## src/rtl/spi_word_queue.sv

```systemverilog
`default_nettype none
// spi_word_queue: TX/RX word FIFOs around a launch controller for an SPI master.
// Define SPI_WORD_QUEUE_LEVEL_EN to add the tx_level_o / rx_level_o occupancy outputs.
module spi_word_queue #(
  parameter int DEPTH = 8,
  parameter int WIDTH = 32
) (
  input  logic                   clk_i,
  input  logic                   rst_ni,
  input  logic [WIDTH-1:0]       wr_data_bi,
  input  logic                   wr_i,
  output logic                   tx_full_o,
  output logic [WIDTH-1:0]       rd_data_bo,
  input  logic                   rd_i,
  output logic                   rx_empty_o,
  output logic [WIDTH-1:0]       data_tx_bo,
  output logic                   data_tx_wr_o,
  input  logic                   busy_i,
  input  logic [WIDTH-1:0]       data_rx_bi,
  input  logic                   data_rx_wr_i,
`ifdef SPI_WORD_QUEUE_LEVEL_EN
  output logic [$clog2(DEPTH):0] tx_level_o,
  output logic [$clog2(DEPTH):0] rx_level_o,
`endif
  output logic                   idle_o
);

  localparam int AW = $clog2(DEPTH);

  typedef logic [AW:0] ptr_t;

  typedef enum logic [1:0] {
    IDLE      = 2'd0,
    LAUNCH    = 2'd1,
    WAIT_BUSY = 2'd2,
    WAIT_DONE = 2'd3
  } state_t;

  state_t state, state_nxt;

  logic [WIDTH-1:0] tx_mem [DEPTH];
  logic [WIDTH-1:0] rx_mem [DEPTH];
  ptr_t tx_wptr, tx_rptr, rx_wptr, rx_rptr;

  logic tx_empty, tx_full, rx_empty, rx_full;
  logic tx_push, tx_pop, rx_push, rx_pop;

  // Extra pointer MSB distinguishes a full queue from an empty one.
  assign tx_empty = (tx_wptr == tx_rptr);
  assign tx_full  = (tx_wptr[AW] != tx_rptr[AW]) && (tx_wptr[AW-1:0] == tx_rptr[AW-1:0]);
  assign rx_empty = (rx_wptr == rx_rptr);
  assign rx_full  = (rx_wptr[AW] != rx_rptr[AW]) && (rx_wptr[AW-1:0] == rx_rptr[AW-1:0]);

  assign tx_push = wr_i && !tx_full;
  assign rx_pop  = rd_i && !rx_empty;

  always_ff @(posedge clk_i or negedge rst_ni) begin
    if (!rst_ni) begin
      state <= IDLE;
    end else begin
      state <= state_nxt;
    end
  end

  // A launch is only allowed when the returning word is guaranteed an RX slot.
  always_comb begin
    state_nxt = state;
    tx_pop    = 1'b0;
    rx_push   = 1'b0;
    case (state)
      IDLE: begin
        if (!tx_empty && !rx_full) state_nxt = LAUNCH;
      end
      LAUNCH: begin
        tx_pop    = 1'b1;
        state_nxt = WAIT_BUSY;
      end
      WAIT_BUSY: begin
        if (data_rx_wr_i) begin
          rx_push   = !rx_full;
          state_nxt = IDLE;
        end else if (busy_i) begin
          state_nxt = WAIT_DONE;
        end
      end
      WAIT_DONE: begin
        if (data_rx_wr_i) begin
          rx_push   = !rx_full;
          state_nxt = IDLE;
        end
      end
      default: state_nxt = IDLE;
    endcase
  end

  always_ff @(posedge clk_i or negedge rst_ni) begin
    if (!rst_ni) begin
      tx_wptr <= '0;
      tx_rptr <= '0;
      rx_wptr <= '0;
      rx_rptr <= '0;
    end else begin
      if (tx_push) tx_wptr <= tx_wptr + ptr_t'(1);
      if (tx_pop)  tx_rptr <= tx_rptr + ptr_t'(1);
      if (rx_push) rx_wptr <= rx_wptr + ptr_t'(1);
      if (rx_pop)  rx_rptr <= rx_rptr + ptr_t'(1);
    end
  end

  always_ff @(posedge clk_i) begin
    if (tx_push) tx_mem[tx_wptr[AW-1:0]] <= wr_data_bi;
    if (rx_push) rx_mem[rx_wptr[AW-1:0]] <= data_rx_bi;
  end

  assign tx_full_o    = tx_full;
  assign rx_empty_o   = rx_empty;
  assign data_tx_wr_o = (state == LAUNCH);
  assign data_tx_bo   = data_tx_wr_o ? tx_mem[tx_rptr[AW-1:0]] : '0;
  // Memory is not cleared by reset, so the head is masked while the queue is empty.
  assign rd_data_bo   = rx_empty ? '0 : rx_mem[rx_rptr[AW-1:0]];
  assign idle_o       = (state == IDLE) && tx_empty;

`ifdef SPI_WORD_QUEUE_LEVEL_EN
  assign tx_level_o = tx_wptr - tx_rptr;
  assign rx_level_o = rx_wptr - rx_rptr;
`endif

endmodule
`default_nettype wire

```

## config.mk

```make
export PLATFORM = sky130hd
export DESIGN_NAME = spi_word_queue
export DESIGN_NICKNAME = d
export VERILOG_FILES = /design/src/rtl/spi_word_queue.sv
export SDC_FILE = /design/constraint.sdc
export NUM_CORES = 1
export LEC_CHECK = 0
export ABC_CLOCK_PERIOD_IN_PS = 5500
export BUFFER_PORTS_ARGS = -buffer_cell sky130_fd_sc_hd__buf_2
export CELL_PAD_IN_SITES_DETAIL_PLACEMENT = 0
export CELL_PAD_IN_SITES_GLOBAL_PLACEMENT = 1
export CORE_UTILIZATION = 45
export CTS_BUF_LIST = sky130_fd_sc_hd__clkbuf_16
export CTS_CLUSTER_DIAMETER = 50
export CTS_CLUSTER_SIZE = 28
export DETAILED_ROUTE_END_ITERATION = 12
export PLACE_DENSITY_LB_ADDON = 0.1
export SYNTH_ARGS = -nofsm -noshare
export SYNTH_HDL_FRONTEND = slang
export SYNTH_SLANG_ARGS = --single-unit
```

## constraint.sdc

```tcl
create_clock -name clk_i -period 5.5 [get_ports clk_i]
set_clock_uncertainty 0.1 [all_clocks]
set_input_delay 0.275 -clock clk_i [delete_from_list [all_inputs] [get_ports clk_i]]
set_output_delay 0.275 -clock clk_i [all_outputs]
set_load 0.1 [all_outputs]
```

; ---- After elaboration in Yosys (flattened, before gate mapping)
; Memory sizes are Yosys's and may differ from the RTL's.
; Index checks and enable logic that the tools add are counted.
[totals]
reg_bits = 18
mem_bits_rw = 512
in_bits = 70
memories = 2
[classes]
addsub = 4
eq_ne = 12
n_mux = 14
n_reduce_logical = 13
[mem_list]
columns = name, depth, width, read_ports, rd_clocked_by_memory_dff, wr, line
row1 = rx_mem, 8, 32, 1, 0, 1, 42  ; logic [WIDTH-1:0] rx_mem [DEPTH];
row2 = tx_mem, 8, 32, 1, 0, 1, 41  ; logic [WIDTH-1:0] tx_mem [DEPTH];
[op_table]
columns = operator, n
row1 = 32-bit 2-to-1 mux, 2
row2 = "4-bit by 1-bit adder with 4-bit output, second input constant", 4
row3 = 4-bit == test, 2
row4 = 2-bit 2-to-1 mux, 4
row5 = 2-bit case mux with 4 select lines, 1
row6 = 1-bit 2-to-1 mux, 7
row7 = 3-bit == test, 2
row8 = 1-bit logical AND, 6
row9 = "2-bit == test, second input constant", 2
row10 = 1-bit logical NOT, 4
row11 = "2-bit != test, second input constant", 2
row12 = "3-bit != test, second input constant", 1
row13 = 3-bit AND reduction, 1
row14 = "2-bit by 1-bit == test with 1-bit output, second input constant", 1
row15 = 2-bit logical NOT, 1
row16 = 1-bit != test, 2
row17 = 2-bit OR reduction, 1

; ---- Longest topological paths before layout
; Gate-level depths: netlist (run 1).
[depth]
ltp_word = 7
mapped_depth = 6

; ---- Worst setup path before layout (run 1)
; Ideal clock, no wire load.
[synth_timing]
path_kind = reg2reg
from = reg tx_rptr[0]
to = mem tx_mem[0][0], enable pin
arrival_ns = 4.331
required_ns = 4.898
path_slack_ns = 0.568
stages_incl_launch_ff = 6
path_cell_list = dfrtp_1 buf_2 xnor2_1 and4_1 buf_2 nor4_1
[synth_between]
elab_chain_cells = 6
[synth_rtl]
columns = item, line
row1 = "start, declared", 43  ; ptr_t tx_wptr, tx_rptr, rx_wptr, rx_rptr;
row2 = "start signal, assigned", 104  ; if (tx_pop) tx_rptr <= tx_rptr + ptr_t'(1);
row3 = 3-bit == test, 50  ; assign tx_full = (tx_wptr[AW] != tx_rptr[AW]) && (tx_wptr[AW-1:0] == tx_rptr[AW-1:0]);
row4 = 1-bit logical AND, 50
row5 = via tx_full_o, 12  ; output logic tx_full_o,
row6 = 1-bit logical NOT, 54  ; assign tx_push = wr_i && !tx_full;
row7 = 1-bit logical AND, 54
row8 = 1-bit 2-to-1 mux, 111  ; if (tx_push) tx_mem[tx_wptr[AW-1:0]] <= wr_data_bi;
row9 = 1-bit 2-to-1 mux (not written as such), 111
row10 = "end, declared", 41
; The timed path passes the listed nets, and every way through them passes these cells.

; ---- Final worst setup path (run 1)
[layout_timing]
from = reg rx_wptr[1]
to = out rd_data_bo[30]
[layout_between]
elab_chain_cells = 2
[layout_rtl]
columns = item, line
row1 = "start, declared", 43
row2 = "start signal, assigned", 105  ; if (rx_push) rx_wptr <= rx_wptr + ptr_t'(1);
row3 = 4-bit == test, 51  ; assign rx_empty = (rx_wptr == rx_rptr);
row4 = 32-bit 2-to-1 mux, 120  ; assign rd_data_bo = rx_empty ? '0 : rx_mem[rx_rptr[AW-1:0]];
row5 = "end, declared", 13  ; output logic [WIDTH-1:0] rd_data_bo,
; Every way passes these cells.

==> results.md, run 1 <==
- The level count of the clock H-tree is 2.
- Global routing used about a fifth of the available tracks across all layers.
- The max-slew violation count was 0.
- The post-synthesis net count is roughly 1,200.
- Among all stages on the critical path, the largest delay is contributed by sky130_fd_sc_hd__nand4_2.
- The layer flagged by global routing as most heavily used is met2.
- The aggregate global routing overflow is 0.
- The summed negative setup slack over all endpoints is 0 ns.
- The compound-gate portion of the synthesized area is between 5 and 6%.
- The capturing point of the worst reg2reg path is tx_mem[5][26]$_DFFE_PP_.
- The starting utilization of the core area is a little under half.
- In this run, post-CTS hold repair placed 70 buffers.
- The total core area is around 46,000 um^2.
- Counting buffers and inverters, the worst setup path is 4 cells deep.
- For the worst setup path, the data required time is around 5.1 ns.
- Dividing the detail-routed wire length by the instance count gives roughly 22 um.
- The path depth of the worst reg2reg path is 5.
- The first routing iteration left approximately 580 violations.
- The final layout contains routed wiring with a total length of between 40,000 and 50,000 um.
- Counting flops and latches in the post-synthesis netlist gives 530.
- Across all layers, the routed design uses 10,746 vias.
- The final cycle utilization of the critical path is roughly two thirds.
- The chip width is roughly 220 um.
- The number of antenna violations at the first check in global routing was 3.
- The tool flagged a number of max-cap violations equal to 0.
- The final weighted congestion of routability-driven global placement is between 0.6 and 0.7.
- The die is about 220 um tall.
- The setup-violating endpoint count in the final report is 0.
- At the pin with the least slew margin, the transition time is 1.31 ns.
- The number of instances in the synthesized netlist is 1,149.
- The clock drives 530 sinks.
- The synthesized netlist devotes ~3.3% of its cell area to simple gates.
- Dividing the detail-routed via count by the number of cells gives roughly 5.4.
- The smallest clock period supported by the final layout is computed as between 3 and 4 ns.
- The worst setup path is of the register to primary output kind.
- Buffers inserted during clock tree synthesis total between 40 and 50.
- Headroom to the max-slew limit came out at 12.6%.
- The class of the tightest hold or removal check is input port to asynchronous set/reset pin.
- The worst setup slack for register-to-register paths is around 2.6 ns.
- STA classifies the critical path startpoint as a register.
- The total placed cells including tap cells is between 1,500 and 2,000.
- The first-pass GRT wire length is slightly below 70,000 um.
- Tracing the worst setup path back leads to its startpoint at rx_wptr[1]$_DFFE_PN0P_.
- The number of hold-slack violations in the final timing report is 0.
- The maximum number of pins on one net before global-route repair is roughly 130.
- Counting both buffers and inverters, the worst setup path holds a total of 1.
- Of all nets on the critical path, the largest fanout is 35.
- The sort of element at the end of the critical path is a primary output.
- The synthesized netlist devotes less than 1% of its cell area to XOR and XNOR gates.
- The number of warnings issued by yosys is 0.
- The cell at the root of the clock tree is sky130_fd_sc_hd__clkbuf_16.
- The via count of the first global-routing pass is between 10,000 and 15,000.
- The detailed placement HPWL is about 23,000 um.
- The global routing usage on met1 is about 25%.
- The DRC violation count after routing is 0.
- For the worst setup path, the data arrival time is 3.35 ns.
- The remaining number of nets flagged by the antenna check after routing is 0.
- The clock transition at the registers of the reported paths is roughly 0.070 ns.
- Grouping stages by cell kind, the critical path spends the most delay in simple AND/OR/NAND/NOR gates.
- For this run, the leading register cell type out of synthesis is sky130_fd_sc_hd__edfxtp_1.
- around 140 I/O pins were placed.
- In this run the worst setup path terminates at rd_data_bo[30].
- The relative area change from synthesis to final layout is 17.7%.
- The dominant combinational cell family by area after synthesis is multiplexers.
- The maximum clock rate is roughly 270 MHz.
- Leaving out filler cells and counting taps, the final layout contains 2,002.
- Yosys mapped a number of flops with a built-in enable equal to just over 500.
- The clock latency reported for the late side of the worst-skew pair is about 0.57 ns.
- The clock tree from TritonCTS is built.
- The number of buffers between clock root and the deepest sink is 3.
- The source of the worst register-to-register timing path is tx_rptr[1]$_DFFE_PN0P_.
- Row generation in the floorplan step produced 78 rows.
- The post-CTS resize count is 0.
- The portion of netlist area occupied by mux cells is approximately an eighth.
- In the final design database the tool counted 1,436 nets.
- The sequential element share of the synthesized area is around three quarters.
- The die covers approximately 47,000 um^2.
- The post-CTS repair timing setup buffer count is 0.
- Counting distinct cell types in the post-synthesis netlist gives 48.
- Setup repair after global routing left no endpoint under its margin.
- The fraction of the mapped netlist area in adder cells is 0.239%.
- For this run, the slowest stage of the critical path takes between 1 and 1.5 ns.
- The first detailed-routing pass ran for 4 iterations.
- Buffers placed on the I/O ports in this run total 137.
- The signal on the critical path passes through xnor2_2 -> nand4_2 -> and3_1 -> buf_2.
- Global routing consumed, on the met3 layer, 3.36% of the routing resources.
- The combined area of all synthesized cells is between 20,000 and 25,000 um^2.
- The flow ran to the end, and the final reports show no timing, DRC or antenna violations.
- A synthesized cell averages 18.2 um^2.
- Of all flip-flops after synthesis, the portion carrying an async set or reset was 3.40%.
- In the final layout, the share of cells above drive strength 1 is about a quarter.
- The met2 capacity usage during global routing is roughly a third.
[sequential cells by signal (all words and copies together) (netlist names)]
register  cells
rx_wptr       4
rx_rptr       4
tx_mem      256
tx_rptr       4
rx_mem      256
state         2
tx_wptr       4
[worst min-delay path by stage]
stage                                         to  cells after the start
final                     tx_wptr[1]$_DFFE_PN0P_                      2
after global routing      tx_wptr[1]$_DFFE_PN0P_                      2
after CTS                 tx_wptr[1]$_DFFE_PN0P_                      2
after detailed placement  tx_wptr[2]$_DFFE_PN0P_                      1
after global placement    tx_wptr[2]$_DFFE_PN0P_                      1
after floorplan           rx_rptr[0]$_DFFE_PN0P_                      0
[cell usage after synthesis, drive strengths merged (2+ instances only)]
library cell / number / area share [%]
a22o: 32 / 1.3
a22oi: 64 / 2.3
and3: 32 / 0.96
buf: 47 / 1.5
clkbuf: 24 / 0.46
dfrtp: 18 / 2.2
edfxtp: 512 / 73
ha: 4 / 0.24
inv: 5 / 0.090
mux2: 68 / 3.7
mux2i: 194 / 9.3
nand2: 14 / 0.27
nand2b: 5 / 0.16
nand3: 4 / 0.096
nand4: 3 / 0.12
nor2: 14 / 0.25
nor2b: 3 / 0.090
nor3: 37 / 0.93
nor4: 3 / 0.090
o21ai: 2 / 0.066
o22ai: 32 / 0.96
xnor2: 15 / 0.73
xor2: 4 / 0.17
[metrics by stage]
stage	utilization (%)	setup WS [ns]	instance area, um^2	hold WS [ns]
3_5_place_dp	48.9	2.32	22300	0.151
6_report	54.0	1.77	24700	0.0896
5_1_grt	54.0	1.62	24700	0.109
2_1_floorplan	-	0.568	20900	-0.121
3_3_place_gp	48.9	2.42	22300	0.142
4_1_cts	54.0	1.69	24600	0.0597
[worst reg2reg max path, stage by stage (launching register included)]
cell and delay (ns):
sky130_fd_sc_hd__dfrtp_4 1.00, sky130_fd_sc_hd__xnor2_1 0.19, sky130_fd_sc_hd__nand3_1 0.24, sky130_fd_sc_hd__o21ai_0 0.28, sky130_fd_sc_hd__nor3_2 0.20, sky130_fd_sc_hd__buf_4 0.51
[logic make-up after synthesis]
group,Yosys count
AOI/OAI and AO/OA,136
xor gates and xnor gates,19
muxes,262
and+or+nand+nor,122
adders and majority gates,4
DFF,530
buffers and inverters,76
[layout by cell type (no fill, tap or decap), drive strengths merged, types with 2 or more instances in the layout]
cell	count
clkinvlp	6
clkinv	16
nand4	3
mux2	68
xor2	4
ha	4
dfrtp	18
dlygate4sd3	70
clkbuf	49
nor2	14
xnor2	15
a22oi	64
nor2b	3
o22ai	32
mux2i	194
nand2b	5
diode	3
nand2	14
inv	17
bufinv	3
nand3	4
nor4	3
a22o	32
and3	32
buf	165
o21ai	2
edfxtp	512
nor3	37
[area by class of cell]
| cell class | count | area, um^2 |
|---|---|---|
| fillers | 3624 | 21000 |
| clock inverters | 37 | 379 |
| flip-flops and latches | 530 | 15800 |
| diodes | 3 | 7.51 |
| clock buffers | 49 | 1230 |
| repair buffers | 235 | 1610 |
| multi-input cells | 543 | 4830 |
| well taps | 600 | 751 |
| inverters | 5 | 18.8 |
[layer usage]
metal  part of all wire (%)  vias up
met2                     50      184
met5                      0        -
met4                    1.7        0
li1                       -     5033
met3                    4.0       58
met1                     44     5471
Power of run 1 is not shown: default switching activity piles up to over one toggle a cycle in this logic, so the estimate is an artifact.
==> run 2: changes to the inputs <==
Settings changed: ABC_AREA set to 1, ABC_CLOCK_PERIOD_IN_PS 5500 to 3500.
Clock period 5.5 ns to 3.5 ns, I/O delays scaled along.
==> run 2 against run 1 <==
  * Cell count is 24% higher
  * Die area is 0.33% higher
  * Non-clock buffer count is 11 higher
  * Sequential cell count stayed put
  * Critical path depth is 2 higher
  * Wire length is 8.5% higher
  * Register-to-register slack worse by 1.6 ns
  * Sequential share of layout area is 0.61 points lower
  * Via count is 22% higher
  * Synthesized area is 0.33% higher
  * First-iteration DRC count is 51% higher
  * Hold slack better by 0.21 ns
  * Critical path type unchanged
  * Largest cell class unchanged
==> results.md, run 2 <==
- In the final routed layout, each cell accounts on average for approximately 20 um.
- The source of the worst register-to-register timing path is rx_rptr[1]$_DFFE_PN0P_.
- Summed over all instances, the cell type with the most area after synthesis is sky130_fd_sc_hd__edfxtp_1.
- At the end of routability-driven placement, the weighted congestion stood at 0.737.
- The worst setup path startpoint is tx_rptr[0]$_DFFE_PN0P_.
- The number of antenna violations at the first check in global routing is 2.
- In this run, post-CTS repair resized a total of 0 instances.
- The clock reaches the later pin of the worst-skew pair after between 0.5 and 0.6 ns.
- The sequential element share of the synthesized area is between 70% and 80%.
- The post-synthesis net count is between 1,500 and 2,000.
- The final cycle utilization of the critical path is 90.9%.
- Setup violations remaining at the end of the flow were counted as 0.
- Across all layers, the routed design uses between 10,000 and 15,000 vias.
- The path depth of the worst reg2reg path is 8.
- A synthesized cell averages between 10 and 15 um^2.
- The worst path in the final design needs a cycle of about 3.2 ns, including I/O delays and setup.
- The first global-routing pass estimated between 70,000 and 80,000 um of wire.
- The detailed placement HPWL is about 25,000 um.
- The detailed router finished its first iteration with about 880 violations.
- The worst max-slew margin expressed relative to the limit is between 30% and 40%.
- The DRC violation count after routing is 0.
- At the pin with the least slew margin, the transition time is 0.940 ns.
- The remaining number of nets flagged by the antenna check after routing is 0.
- The number of top-level design ports is approximately 140.
- The synthesis-stage register bit count is between 500 and 600.
- From synthesis to final layout, the design area changed by 18.4%.
- The path class of the tightest hold or removal check is input port to register.
- Summing all placed instances gives a cell area of ~23,000 um^2.
- The run finished with clean final reports.
- The number of max-cap violations is 0.
- Setup repair after global routing left no endpoint under its margin.
- Leaving out fill and tap cells, the most frequent cell in the layout is sky130_fd_sc_hd__edfxtp_1.
- The number of instances in the synthesized netlist is around 1,600.
- After global routing the overflow that remains totals 0.
- For this run, the total global-route usage over all layers was measured as 20.5%.
- The number of enable-type register cells in the synthesized netlist is 512.
- The share of synthesized area in the top cell type comes to between 70% and 80%.
- The clock tree from TritonCTS is built.
- The flip-flop cell with the highest count after synthesis is sky130_fd_sc_hd__edfxtp_1.
- The critical path is of the register to primary output type.
- The worst register-to-register path has a setup slack of 1.00 ns.
- The root buffer cell chosen for the clock tree is sky130_fd_sc_hd__clkbuf_16.
- The routed design has between 40,000 and 50,000 um of wire.
- In this run, post-CTS hold repair placed 71 buffers.
- In the synthesized netlist the async set-or-reset flop fraction comes to under 10%.
- The sequential cells in the finished layout cover a total of 15,800 um^2.
- Leaving out fill and tap cells, the most frequent cells in the layout are sky130_fd_sc_hd__edfxtp_1 (512), sky130_fd_sc_hd__nor2_1 (422), sky130_fd_sc_hd__o21ai_0 (236).
- For this configuration, the core starts out at a cell density of a little under half.
- Static timing analysis puts the maximum clock frequency at 314 MHz.
- The post-CTS repair timing setup buffer count is 0.
- The number of warnings issued by yosys is 0.
- The via count of the first global-routing pass is 12,736.
- STA puts the critical path data required time at 3.22 ns.
- The max-slew violation count is 0.
- The chip width is roughly 220 um.
- In the routed layout, each cell is associated on average with a via count of 5.28.
- The total die area is around 48,000 um^2.
- After synthesis, the most frequently instantiated cells are sky130_fd_sc_hd__edfxtp_1 (512), sky130_fd_sc_hd__nor2_1 (435), sky130_fd_sc_hd__o21ai_0 (236).
- The number of clock sinks is 530.
- Once layout is done, the placed cells without fillers occupy 24,900 um^2.
- The number of buffers between clock root and the deepest sink is 3.
- The most numerous cell in the Yosys netlist is sky130_fd_sc_hd__edfxtp_1.
- The count of buffers added on input and output ports is 137.
- The post-route netlist has about 15% of its cells at a drive strength greater than 1.
- The combined area of all synthesized cells is 21,000 um^2.
- Summing all multi-input logic gate instances after layout gives 4740 um^2.
- The maximum fanout along the worst path is approximately 100.
- The worst register-to-register path ends at rx_mem[0][12]$_DFFE_PP_.
- For the worst setup path, the data arrival time is 2.91 ns.
- The number of hold-slack violations in the final timing report is 0.
- The die is 218 um tall.
- Fill cells in the final layout number between 3,000 and 4,000.
- The level count of the clock H-tree is 2.
- The number of buffers added by the clock tree synthesis step is between 40 and 50.
- STA classifies the critical path endpoint as a primary output.
- The distinct cell type count after synthesis is 28.
- The number of optimization iterations in the first detailed-route pass is 5.
- The end of the critical path is data_tx_bo[16].
- At the end of the flow, the number of nets in the layout was ~1,900.
- Entering global routing, the biggest net connects 132 pins.
- After floorplanning, the core was sized to cover between 40,000 and 50,000 um^2.
- Ranked by total cell area, the synthesized netlist is headed by sky130_fd_sc_hd__edfxtp_1 (73%), sky130_fd_sc_hd__nor2_1 (7.8%), sky130_fd_sc_hd__o21ai_0 (5.6%).
- After clock tree synthesis, the clock-pin slew on the worst setup and hold paths is ~0.07 ns.
- On the final layout, the worst hold slack is around 0.30 ns.
- The worst setup path is launched from a register.
- The number of rows created at floorplan is 78.
[run 2: cell types whose count changed after synthesis, sizes merged, moves of 13 or more]
cell / delta
a22o: -32
a22oi: -64
and3: -32
clkbuf: +36
inv: +17
mux2: -68
mux2i: -194
nand2: +75
nand3: +13
nor2: +422
nor3: -33
o211ai: +31
o21ai: +290
o22ai: +64
[run 2: critical path, cell delays in order (launching register included)]
cell	delay, ns
sky130_fd_sc_hd__dfrtp_4	0.68
sky130_fd_sc_hd__buf_12	0.38
sky130_fd_sc_hd__o21ai_0	0.18
sky130_fd_sc_hd__o22ai_1	0.21
sky130_fd_sc_hd__nor2_1	0.06
sky130_fd_sc_hd__nor2_1	0.25
sky130_fd_sc_hd__buf_2	0.48
[run 2: metal layers]
metal	global-route usage [%]	routed length [um]
met5	0	0
met2	36.0	24300
met3	3.28	2090
met1	26.3	21100
met4	5.62	813
[run 2: final cells by class]
type                       count  share of cell area (%)
tap                          600                    3.02
timing repair buffer         246                    7.52
sequential                   530                    63.6
multi-input combinational    988                    19.0
inverter                      22                   0.342
clock buffer                  48                    4.83
clock inverter                39                    1.62
antenna                        2                  0.0201
[run 2: how the worst min path moves through the flow]
stage,slack (ns),start,to,cells past startpoint
6_report,0.30,data_rx_bi[21],rx_mem[3][21]$_DFFE_PP_,2
5_1_grt,0.29,data_rx_bi[27],rx_mem[4][27]$_DFFE_PP_,2
4_1_cts,0.26,wr_data_bi[21],tx_mem[6][21]$_DFFE_PP_,2
3_5_place_dp,0.05,rst_ni,tx_rptr[0]$_DFFE_PN0P_,1
3_3_place_gp,0.05,rst_ni,tx_rptr[0]$_DFFE_PN0P_,1
2_1_floorplan,-0.22,rst_ni,rx_rptr[0]$_DFFE_PN0P_,0
[run 2: cells by family (layout without fill, tap and decap cells)]
| family | Yosys count | after routing | share of synthesized area (%) |
|---|---|---|---|
| other cells | 0 | 2 | 0 |
| xor+xnor | 12 | 12 | 0.500 |
| buf+inv | 130 | 355 | 2.74 |
| flops | 530 | 530 | 75.3 |
| compound gates | 420 | 420 | 11.0 |
| fa+ha+maj | 4 | 4 | 0.238 |
| simple gates | 552 | 552 | 10.3 |
[run 2: stage by stage]
stage               worst slack (ns)  instances  utilization [%]  TNS (ns)
floorplan                     -0.286       1648                -    -27.42
global placement               0.928       2315             49.4         0
detailed placement             0.955       2315             49.4         0
CTS                            0.304       2473             54.5         0
global route                   0.128       2475             54.5         0
finish                         0.319       2475             54.5         0
Power of run 2 is left out for the same reason.
